===== src/rtl/ctrl_pkg.sv =====
// Shared definitions for the hardwired control sequencer: opcodes, state codes and IR field layout.
package ctrl_pkg;

  // Register fields sit directly below the opcode, RA first, each REG_FIELD_W bits wide.
  localparam int REG_FIELD_W = 4;
  localparam int RA_POS = 1;
  localparam int RB_POS = 2;
  localparam int RC_POS = 3;

  localparam logic [31:0] OPC_ADD = 32'd3;
  localparam logic [31:0] OPC_SUB = 32'd4;
  localparam logic [31:0] OPC_AND = 32'd5;
  localparam logic [31:0] OPC_OR  = 32'd6;
  localparam logic [31:0] OPC_SHR = 32'd7;
  localparam logic [31:0] OPC_SHL = 32'd9;
  localparam logic [31:0] OPC_ROR = 32'd10;
  localparam logic [31:0] OPC_ROL = 32'd11;
  localparam logic [31:0] OPC_MUL = 32'd15;
  localparam logic [31:0] OPC_DIV = 32'd16;

  localparam logic [3:0] S_RESET = 4'd0;
  localparam logic [3:0] S_HALT  = 4'd1;
  localparam logic [3:0] S_T0    = 4'd2;
  localparam logic [3:0] S_T1    = 4'd3;
  localparam logic [3:0] S_T2    = 4'd4;
  localparam logic [3:0] S_T3    = 4'd5;
  localparam logic [3:0] S_T4    = 4'd6;
  localparam logic [3:0] S_T5    = 4'd7;
  localparam logic [3:0] S_T6    = 4'd8;
  localparam logic [3:0] S_WAIT  = 4'd9;

  function automatic logic is_multicycle(input logic [31:0] opc);
    return (opc == OPC_MUL) || (opc == OPC_DIV);
  endfunction

  function automatic logic is_legal_op(input logic [31:0] opc);
    logic legal;
    case (opc)
      OPC_ADD, OPC_SUB, OPC_AND, OPC_OR, OPC_SHR,
      OPC_SHL, OPC_ROR, OPC_ROL, OPC_MUL, OPC_DIV: legal = 1'b1;
      default:                                     legal = 1'b0;
    endcase
    return legal;
  endfunction

endpackage


===== src/rtl/onehot_decoder.sv =====
// Register index to one-hot select; an index beyond NUM_REGS or a low enable yields all zeros.
module onehot_decoder
  import ctrl_pkg::*;
#(
  parameter int NUM_REGS = 16,
  parameter int IDX_W    = REG_FIELD_W
)(
  input  logic                en,
  input  logic [IDX_W-1:0]    idx,
  output logic [NUM_REGS-1:0] onehot
);

  always_comb begin
    onehot = '0;
    for (int i = 0; i < NUM_REGS; i++) begin
      onehot[i] = en && (int'(idx) == i);
    end
  end

endmodule


===== src/rtl/control_sequencer.sv =====
// Hardwired fetch/decode/execute sequencer for R-format ALU ops with memory stall,
// multi-cycle MUL/DIV handshake, run/halt control and a sticky fault trap.
module control_sequencer
  import ctrl_pkg::*;
#(
  parameter int DATA_W   = 32,
  parameter int NUM_REGS = 16,
  parameter int OPC_W    = 5,
  parameter int ALU_TMO  = 64
)(
  input  logic                Clock,
  input  logic                clear,
  input  logic                run,
  input  logic [DATA_W-1:0]   ir,
  input  logic                mem_rdy,
  input  logic                alu_done,
  output logic                PCout,
  output logic                Zlowout,
  output logic                Zhighout,
  output logic                MDRout,
  output logic                MARin,
  output logic                PCin,
  output logic                MDRin,
  output logic                IRin,
  output logic                Yin,
  output logic                Zin,
  output logic                HIin,
  output logic                LOin,
  output logic                IncPC,
  output logic                Read,
  output logic [NUM_REGS-1:0] reg_out,
  output logic [NUM_REGS-1:0] reg_in,
  output logic [OPC_W-1:0]    alu_op,
  output logic                alu_start,
  output logic                halted,
  output logic                fault
);

  localparam int TMO_W  = $clog2(ALU_TMO + 1);
  localparam int RA_LSB = DATA_W - OPC_W - RA_POS * REG_FIELD_W;
  localparam int RB_LSB = DATA_W - OPC_W - RB_POS * REG_FIELD_W;
  localparam int RC_LSB = DATA_W - OPC_W - RC_POS * REG_FIELD_W;
  localparam logic [TMO_W-1:0] TMO_LAST = TMO_W'(ALU_TMO - 1);

  logic [OPC_W-1:0]       ir_opc;
  logic [REG_FIELD_W-1:0] ir_ra, ir_rb, ir_rc;
  logic                   unused_ir;

  assign ir_opc    = ir[DATA_W-1 -: OPC_W];
  assign ir_ra     = ir[RA_LSB +: REG_FIELD_W];
  assign ir_rb     = ir[RB_LSB +: REG_FIELD_W];
  assign ir_rc     = ir[RC_LSB +: REG_FIELD_W];
  assign unused_ir = ^ir[RC_LSB-1:0];

  logic [3:0]             state, state_nxt;
  logic                   t1_first;
  logic [TMO_W-1:0]       tmo_cnt;
  logic [OPC_W-1:0]       opc_q;
  logic [REG_FIELD_W-1:0] ra_q, rc_q;

  logic ir_multi, instr_ok, multi_q, tmo_expire;
  logic out_en, in_en;
  logic [REG_FIELD_W-1:0] out_idx, in_idx;

  // Decode of the freshly loaded IR; only consulted while in T3.
  always_comb begin
    ir_multi = is_multicycle(32'(ir_opc));
    instr_ok = is_legal_op(32'(ir_opc))
               && (int'(ir_rb) < NUM_REGS)
               && (int'(ir_rc) < NUM_REGS)
               && (ir_multi || (int'(ir_ra) < NUM_REGS));
  end

  assign multi_q    = is_multicycle(32'(opc_q));
  assign tmo_expire = (state == S_WAIT) && !alu_done && (tmo_cnt == TMO_LAST);

  always_comb begin
    state_nxt = S_RESET;
    case (state)
      S_RESET: state_nxt = run ? S_T0 : S_HALT;
      S_HALT:  state_nxt = (run && !fault) ? S_T0 : S_HALT;
      S_T0:    state_nxt = S_T1;
      S_T1:    state_nxt = mem_rdy ? S_T2 : S_T1;
      S_T2:    state_nxt = S_T3;
      S_T3:    state_nxt = instr_ok ? S_T4 : S_HALT;
      S_T4:    state_nxt = multi_q ? S_WAIT : S_T5;
      S_WAIT:  state_nxt = alu_done ? S_T5 : (tmo_expire ? S_HALT : S_WAIT);
      S_T5:    state_nxt = multi_q ? S_T6 : (run ? S_T0 : S_HALT);
      S_T6:    state_nxt = run ? S_T0 : S_HALT;
      default: state_nxt = S_RESET;
    endcase
  end

  always_ff @(posedge Clock) begin
    if (!clear) begin
      state    <= S_RESET;
      fault    <= 1'b0;
      tmo_cnt  <= '0;
      t1_first <= 1'b0;
    end else begin
      state    <= state_nxt;
      t1_first <= (state == S_T0);
      tmo_cnt  <= (state == S_WAIT) ? tmo_cnt + 1'b1 : '0;
      if (((state == S_T3) && !instr_ok) || tmo_expire) begin
        fault <= 1'b1;
      end
    end
  end

  // Instruction fields captured at the end of T3 for use in T4..T6.
  always_ff @(posedge Clock) begin
    if (state == S_T3) begin
      opc_q <= ir_opc;
      ra_q  <= ir_ra;
      rc_q  <= ir_rc;
    end
  end

  always_comb begin
    PCout     = 1'b0;
    Zlowout   = 1'b0;
    Zhighout  = 1'b0;
    MDRout    = 1'b0;
    MARin     = 1'b0;
    PCin      = 1'b0;
    MDRin     = 1'b0;
    IRin      = 1'b0;
    Yin       = 1'b0;
    Zin       = 1'b0;
    HIin      = 1'b0;
    LOin      = 1'b0;
    IncPC     = 1'b0;
    Read      = 1'b0;
    alu_op    = '0;
    alu_start = 1'b0;
    halted    = 1'b0;
    out_en    = 1'b0;
    out_idx   = '0;
    in_en     = 1'b0;
    in_idx    = '0;
    case (state)
      S_HALT: halted = 1'b1;
      S_T0: begin
        PCout = 1'b1;
        MARin = 1'b1;
        IncPC = 1'b1;
        Zin   = 1'b1;
      end
      S_T1: begin
        Read    = 1'b1;
        MDRin   = 1'b1;
        Zlowout = t1_first;
        PCin    = t1_first;
      end
      S_T2: begin
        MDRout = 1'b1;
        IRin   = 1'b1;
      end
      S_T3: begin
        out_en  = 1'b1;
        out_idx = ir_rb;
        Yin     = 1'b1;
      end
      S_T4: begin
        out_en    = 1'b1;
        out_idx   = rc_q;
        Zin       = 1'b1;
        alu_op    = opc_q;
        alu_start = multi_q;
      end
      S_WAIT: alu_op = opc_q;
      S_T5: begin
        Zlowout = 1'b1;
        LOin    = multi_q;
        in_en   = !multi_q;
        in_idx  = ra_q;
      end
      S_T6: begin
        Zhighout = 1'b1;
        HIin     = 1'b1;
      end
      default: ;
    endcase
  end

  onehot_decoder #(.NUM_REGS(NUM_REGS), .IDX_W(REG_FIELD_W)) u_reg_out_dec (
    .en     (out_en),
    .idx    (out_idx),
    .onehot (reg_out)
  );

  onehot_decoder #(.NUM_REGS(NUM_REGS), .IDX_W(REG_FIELD_W)) u_reg_in_dec (
    .en     (in_en),
    .idx    (in_idx),
    .onehot (reg_in)
  );

endmodule

===== config.mk =====
export PLATFORM = sky130hd
export DESIGN_NAME = control_sequencer
export DESIGN_NICKNAME = d
export VERILOG_FILES = /design/src/rtl/ctrl_pkg.sv /design/src/rtl/onehot_decoder.sv /design/src/rtl/control_sequencer.sv
export SDC_FILE = /design/constraint.sdc
export NUM_CORES = 1
export LEC_CHECK = 0
export CORE_ASPECT_RATIO = 0.8
export CORE_MARGIN = 1.5
export CORE_UTILIZATION = 25
export CTS_CLUSTER_DIAMETER = 50
export DETAILED_ROUTE_END_ITERATION = 10
export PLACE_DENSITY = 0.62
export SETUP_SLACK_MARGIN = 0.5
export SYNTH_ARGS = -nofsm -noshare
export SYNTH_HDL_FRONTEND = slang
export SYNTH_SLANG_ARGS = --single-unit

===== constraint.sdc =====
create_clock -name Clock -period 1.9 [get_ports Clock]
set_input_delay 0.38 -clock Clock [delete_from_list [all_inputs] [get_ports Clock]]
set_output_delay 0.38 -clock Clock [all_outputs]
set_load 0.005 [all_outputs]

=== Word-level counts from Yosys, hierarchy flattened ===
Memory sizes are Yosys's and may differ from the RTL's.
Index checks and enable logic that the tools add are counted.

* Memory bits (read-only): 32
* Bits in registers: 26
* Bits of input ports: 37
* Output and inout bits: 54
* Memories kept: 1

{| class="wikitable"
|+ Memory list
! name !! depth !! bits a word !! read ports !! clocked after memory_dff !! wr ports !! line !! source
|-
| (name not given) || 32 || 1 || 1 || 0 || 0 || ctrl_pkg.sv:38 || <nowiki>case (opc)</nowiki>
|}

* Mux-type cells: 25
* $add $sub $neg: 1
* Reductions and logical operators: 50
* Equal/unequal tests: 42

{| class="wikitable"
|+ Operators with widths
! kind !! count
|-
| == test 4 bit, second input constant || 18
|-
| == test 4 x 3 -> 1 bit, second input constant || 12
|-
| logical AND 1 bit || 36
|-
| one-hot mux 4 bit (9 select lines) || 1
|-
| == test 4 x 2 -> 1 bit, second input constant || 6
|-
| two-way mux 4 bit || 5
|-
| == test 4 x 1 -> 1 bit, second input constant || 3
|-
| logical NOT 4 bit || 3
|-
| two-way mux 1 bit || 12
|-
| one-hot mux 4 bit (2 select lines) || 1
|-
| OR reduction 2 bit || 4
|-
| adder 7 x 1 -> 7 bit, second input constant || 1
|-
| == test 7 x 6 -> 1 bit, second input constant || 1
|-
| two-way mux 3 bit || 2
|-
| == test 5 x 4 -> 1 bit, second input constant || 1
|-
| == test 5 bit, second input constant || 1
|-
| two-way mux 5 bit || 1
|-
| logical NOT 1 bit || 4
|-
| two-way mux 2 bit || 2
|-
| logical OR 1 bit || 2
|-
| one-hot mux 1 bit (2 select lines) || 1
|-
| AND reduction 2 bit || 1
|}

=== Logic depth before layout (Yosys ltp) ===
* Depth in word-level cells: 6
* Mapped depth: 6

=== By module ===
A second synthesis with hierarchy kept.

* Cells, all modules: 180
* Area, all modules: 1542.7 µm²

{| class="wikitable"
|+ Modules (own cells, without submodules)
! module !! cells an instance !! instances !! area an instance (µm²)
|-
| control_sequencer || 134 || 1 || 1307.5
|-
| onehot_decoder || 23 || 2 || 117.6
|}

=== Least setup slack after synthesis ===
Ideal clock, no wire load.

* Path kind: register -> output
* From: register opc_q[0]
* To: output port reg_in[13]
* Stages on the path, launching flop included: 6
* Path buffers: 0
* Arrival: 1.414 ns
* Slack: 0.106 ns
* Cell sequence: edfxtp_1 -> or4_4 -> mux2i_4 -> nor2_1 -> nand3b_1 -> nor2_1

* Longest elaborated chain between the ends: 5

{| class="wikitable"
|+ RTL lines
! item !! line !! source
|-
| from (decl) || control_sequencer.sv:58 || <nowiki>logic [OPC_W-1:0] opc_q;</nowiki>
|-
| from (signal assigned) || control_sequencer.sv:113 || <nowiki>opc_q <= ir_opc;</nowiki>
|-
| == test 5 x 4 -> 1 bit / == test 5 bit (equally long branches) || ctrl_pkg.sv:33 || <nowiki>return (opc == OPC_MUL) || (opc == OPC_DIV);</nowiki>
|-
| logical OR 1 bit (*) || ctrl_pkg.sv:33 ||
|-
| logical NOT 1 bit (*) || control_sequencer.sv:175 || <nowiki>in_en = !multi_q;</nowiki>
|-
| two-way mux 1 bit (*) || control_sequencer.sv:141 || <nowiki>case (state)</nowiki>
|-
| logical AND 1 bit (*) || onehot_decoder.sv:16 || <nowiki>onehot[i] = en && (int'(idx) == i);</nowiki>
|-
| to (decl) || control_sequencer.sv:32 || <nowiki>output logic [NUM_REGS-1:0] reg_in,</nowiki>
|}

Mark *: on every way between the ends. The rest lies on a longest branch, timed or not.

=== Worst setup path after layout ===
* From: register opc_q[1]
* To: output port reg_in[2]

The elaborated chain is that of the path after synthesis.

==> flow_summary.toml <==
[outcome]
status = "complete, but fails checks"
violations = "setup timing"

[floorplanning]
die_w_um = 91.2
coreArea_mm2 = 0.00594
start_util = 0.262
rows = 25
die_y_um = 73.5
die_area_mm2 = 0.00671
io_pins = 91

[timing]
fin_ws_ps = -481
period_share = 1.25
hold_viol_final = 0
setup_viol = 43
relSlewSlack = 0.793
min_period_ps = 2380
finClkSkew_ps = 6.93
max_freq_mhz = 420
finalSetupTns_ps = -12580
tightest_slew_ps = 304
final_max_slew_viol_count = 0
rsz0062_at_grt = "yes"

[route]
wl_per_cell_um = 14.9
num_vias = 2097
postRouteAntennaNets = 0
drt-initial-drc-count = 110
viasPerCell = 4.72
first_pass_iters = 4
wirelength_um = 6630
drc = 0

[synthesis]
yosysTopAreaCellShare = 0.251
synth_nets = 226
syn-instance-count = 188
syn-mean-instance-area_um2 = 8.27
synth_common_cells = "nor2_1, nand2_1, dfxtp_1, edfxtp_1, nor2b_1"
synthTopCellsByArea = "edfxtp_1, dfxtp_1, nor2_1"
synth_edf_count = 13
ys_seq_elements = 26
synth_area_mm2 = 0.00156
synth_top_flop_cell = "edfxtp_1"
yosysTopAreaCell = "edfxtp_1"
yosysUniqueCellTypes = 40
ys_seq_area_frac = 0.418
async_reset_ff_frac = 0
ys_warn_count = 0
yosysMostFrequentCell = "nor2_1"

[critical_path]
cp.arrival_ps = 2000
critPathMaxStageDelay_ps = 550
critPathLaunchType = "register"
critPathMaxFanout = 5
path_cells = "or4_4 > mux2i_4 > nor2_4 > nand3b_1 > buf_4 > nor2_1 > buf_2"
cpMaxStageDelayCell = "or4_4"
endpoint_kind = "output pin"
worst-setup-path-type = "reg2out"
crit_required_ps = 1520

[placed_design]
routabilityCongestion = 0.842
dp_slack_ps = -576
dp_hpwl_um = 3780
placed_area_mm2 = 0.00279
port-buffer-count = 75

[clocking]
cts_tree = "built"
ctsLongestPathBuffers = 2
root_buffer = "clkbuf_8"
cts.clk_slew.worst_paths_ps = 90
cts_buffers = 3
clock_latency_ps = 280
cts.sinks = 26
cts_hold_buf = 0
htreeDepth = 1

[layout]
num_antenna_cells = 0
area_growth_pct = 135
nNetsFinal = 402
drive_gt1_frac = 0.661
final_area_mm2 = 0.00366
nFillCells = 476
final_util = 0.616

[pwr]
power_density_mw_per_mm2 = 442
p_int_uw = 1210
switching_share = 0.255
pwr-share-comb = 0.334
power.total_uw = 1620
clkPwrFrac = 0.289
switchingPower_uw = 414
seq_power_share = 0.377
p_leak_uw = 0.00161
peakVddDrop_mv = 0.240

[grt]
grt_use_total = 0.172
grt_pass1_vias = 1833
grt_max_degree = 16
grt_overflow = 0
grt_pass1_wl_um = 9110
grt_antenna_before_repair = 0

[hold_path]
hold_class = "in2reg"

[run]
drv_cap = 0
[logic make-up (layout without fill, tap and decap cells)]
logic type | Yosys count | after routing | synth area share
AND/OR/NAND/NOR | 119 | 119 | 0.372
AO/OA/AOI/OAI | 27 | 27 | 0.126
flip-flops | 26 | 26 | 0.418
buffers and inverters | 10 | 185 | 0.0378
XOR/XNOR | 4 | 4 | 0.0225
adder cells (fa/ha/maj) | 1 | 1 | 0.00804
multiplexers | 1 | 1 | 0.0145
[layout make-up]
class | count | area, µm² | share of cell area
repair buffers | 181 | 1570 | 0.429
well taps | 81 | 101 | 0.0277
flip-flops and latches | 26 | 669 | 0.183
multi-input cells | 152 | 1250 | 0.341
clock buffers | 3 | 41.3 | 0.0113
clock inverters | 1 | 30.0 | 0.00820
[state kept, by name, summed over array words and instances, names as in the netlist]
| name | count |
|---|---|
| fault | 1 |
| opc_q | 5 |
| ra_q | 4 |
| rc_q | 4 |
| state | 4 |
| t1_first | 1 |
| tmo_cnt | 7 |
[per-stage QoR]
step	cells	hold WS, ps
4_1_cts	423	431
3_3_place_gp	366	433
5_1_grt	444	516
3_5_place_dp	366	443
6_report	444	500
2_1_floorplan	188	418
[worst max-delay path: cells and delay by family, from the launching register on]
family	cells	cell delay, ps
flops	1	400
buf+inv	2	270
simple gates	4	770
mux	1	280
[power by group through the flow]
| stage | Clock, µW | Combinational (µW) | Sequential [µW] |
|---|---|---|---|
| after floorplan | 0 | 169 | 626 |
| after global placement | 0 | 317 | 626 |
| final | 468 | 540 | 611 |
| after CTS | 473 | 470 | 611 |
| after global routing | 495 | 570 | 613 |
| after detailed placement | 0 | 317 | 627 |
[cell usage in the layout (no fill, tap or decap), types with 5 or more instances in the layout]
master and count:
nand2_1 5, o21ai_0 7, edfxtp_1 13, nor2_1 25, dfxtp_1 6, nand2_2 5, dlygate4sd2_1 5, nor2_2 15
and2_4 6, clkdlybuf4s50_1 16, nor2_4 8, nor2b_1 7, buf_6 58, buf_4 50, nand2_4 7, nand3_1 6
buf_2 45, nand3b_1 5
[final timing paths]
| check | start | to | slack, ps | cells after the start |
|---|---|---|---|---|
| worst max-delay path | opc_q[1]$_DFFE_PP_ | reg_in[2] | -480 | 7 |
| worst min-delay path | ir[29] | opc_q[2]$_DFFE_PP_ | 500 | 1 |
| worst max register to register | opc_q[1]$_DFFE_PP_ | state[2]$_SDFF_PN0_ | -190 | 8 |
| worst min register to register | tmo_cnt[6]$_SDFF_PN0_ | tmo_cnt[6]$_SDFF_PN0_ | 520 | 2 |
[repair_timing]
item,CTS,global route
pin swaps,38,32
setup endpoints to repair,72,77
gates resized for setup,291,43
gates cloned,0,0
setup buffers,53,21
[layer usage]
layer / GRT usage / vias to the layer above / share of wire
li1: - / 1006 / -
met1: 0.231 / 1008 / 0.44
met2: 0.290 / 70 / 0.50
met3: 0.0331 / 13 / 0.052
met4: 0.0330 / 0 / 0.017
met5: 0 / - / 0
No activity file was read; power rests on OpenSTA's default activity.
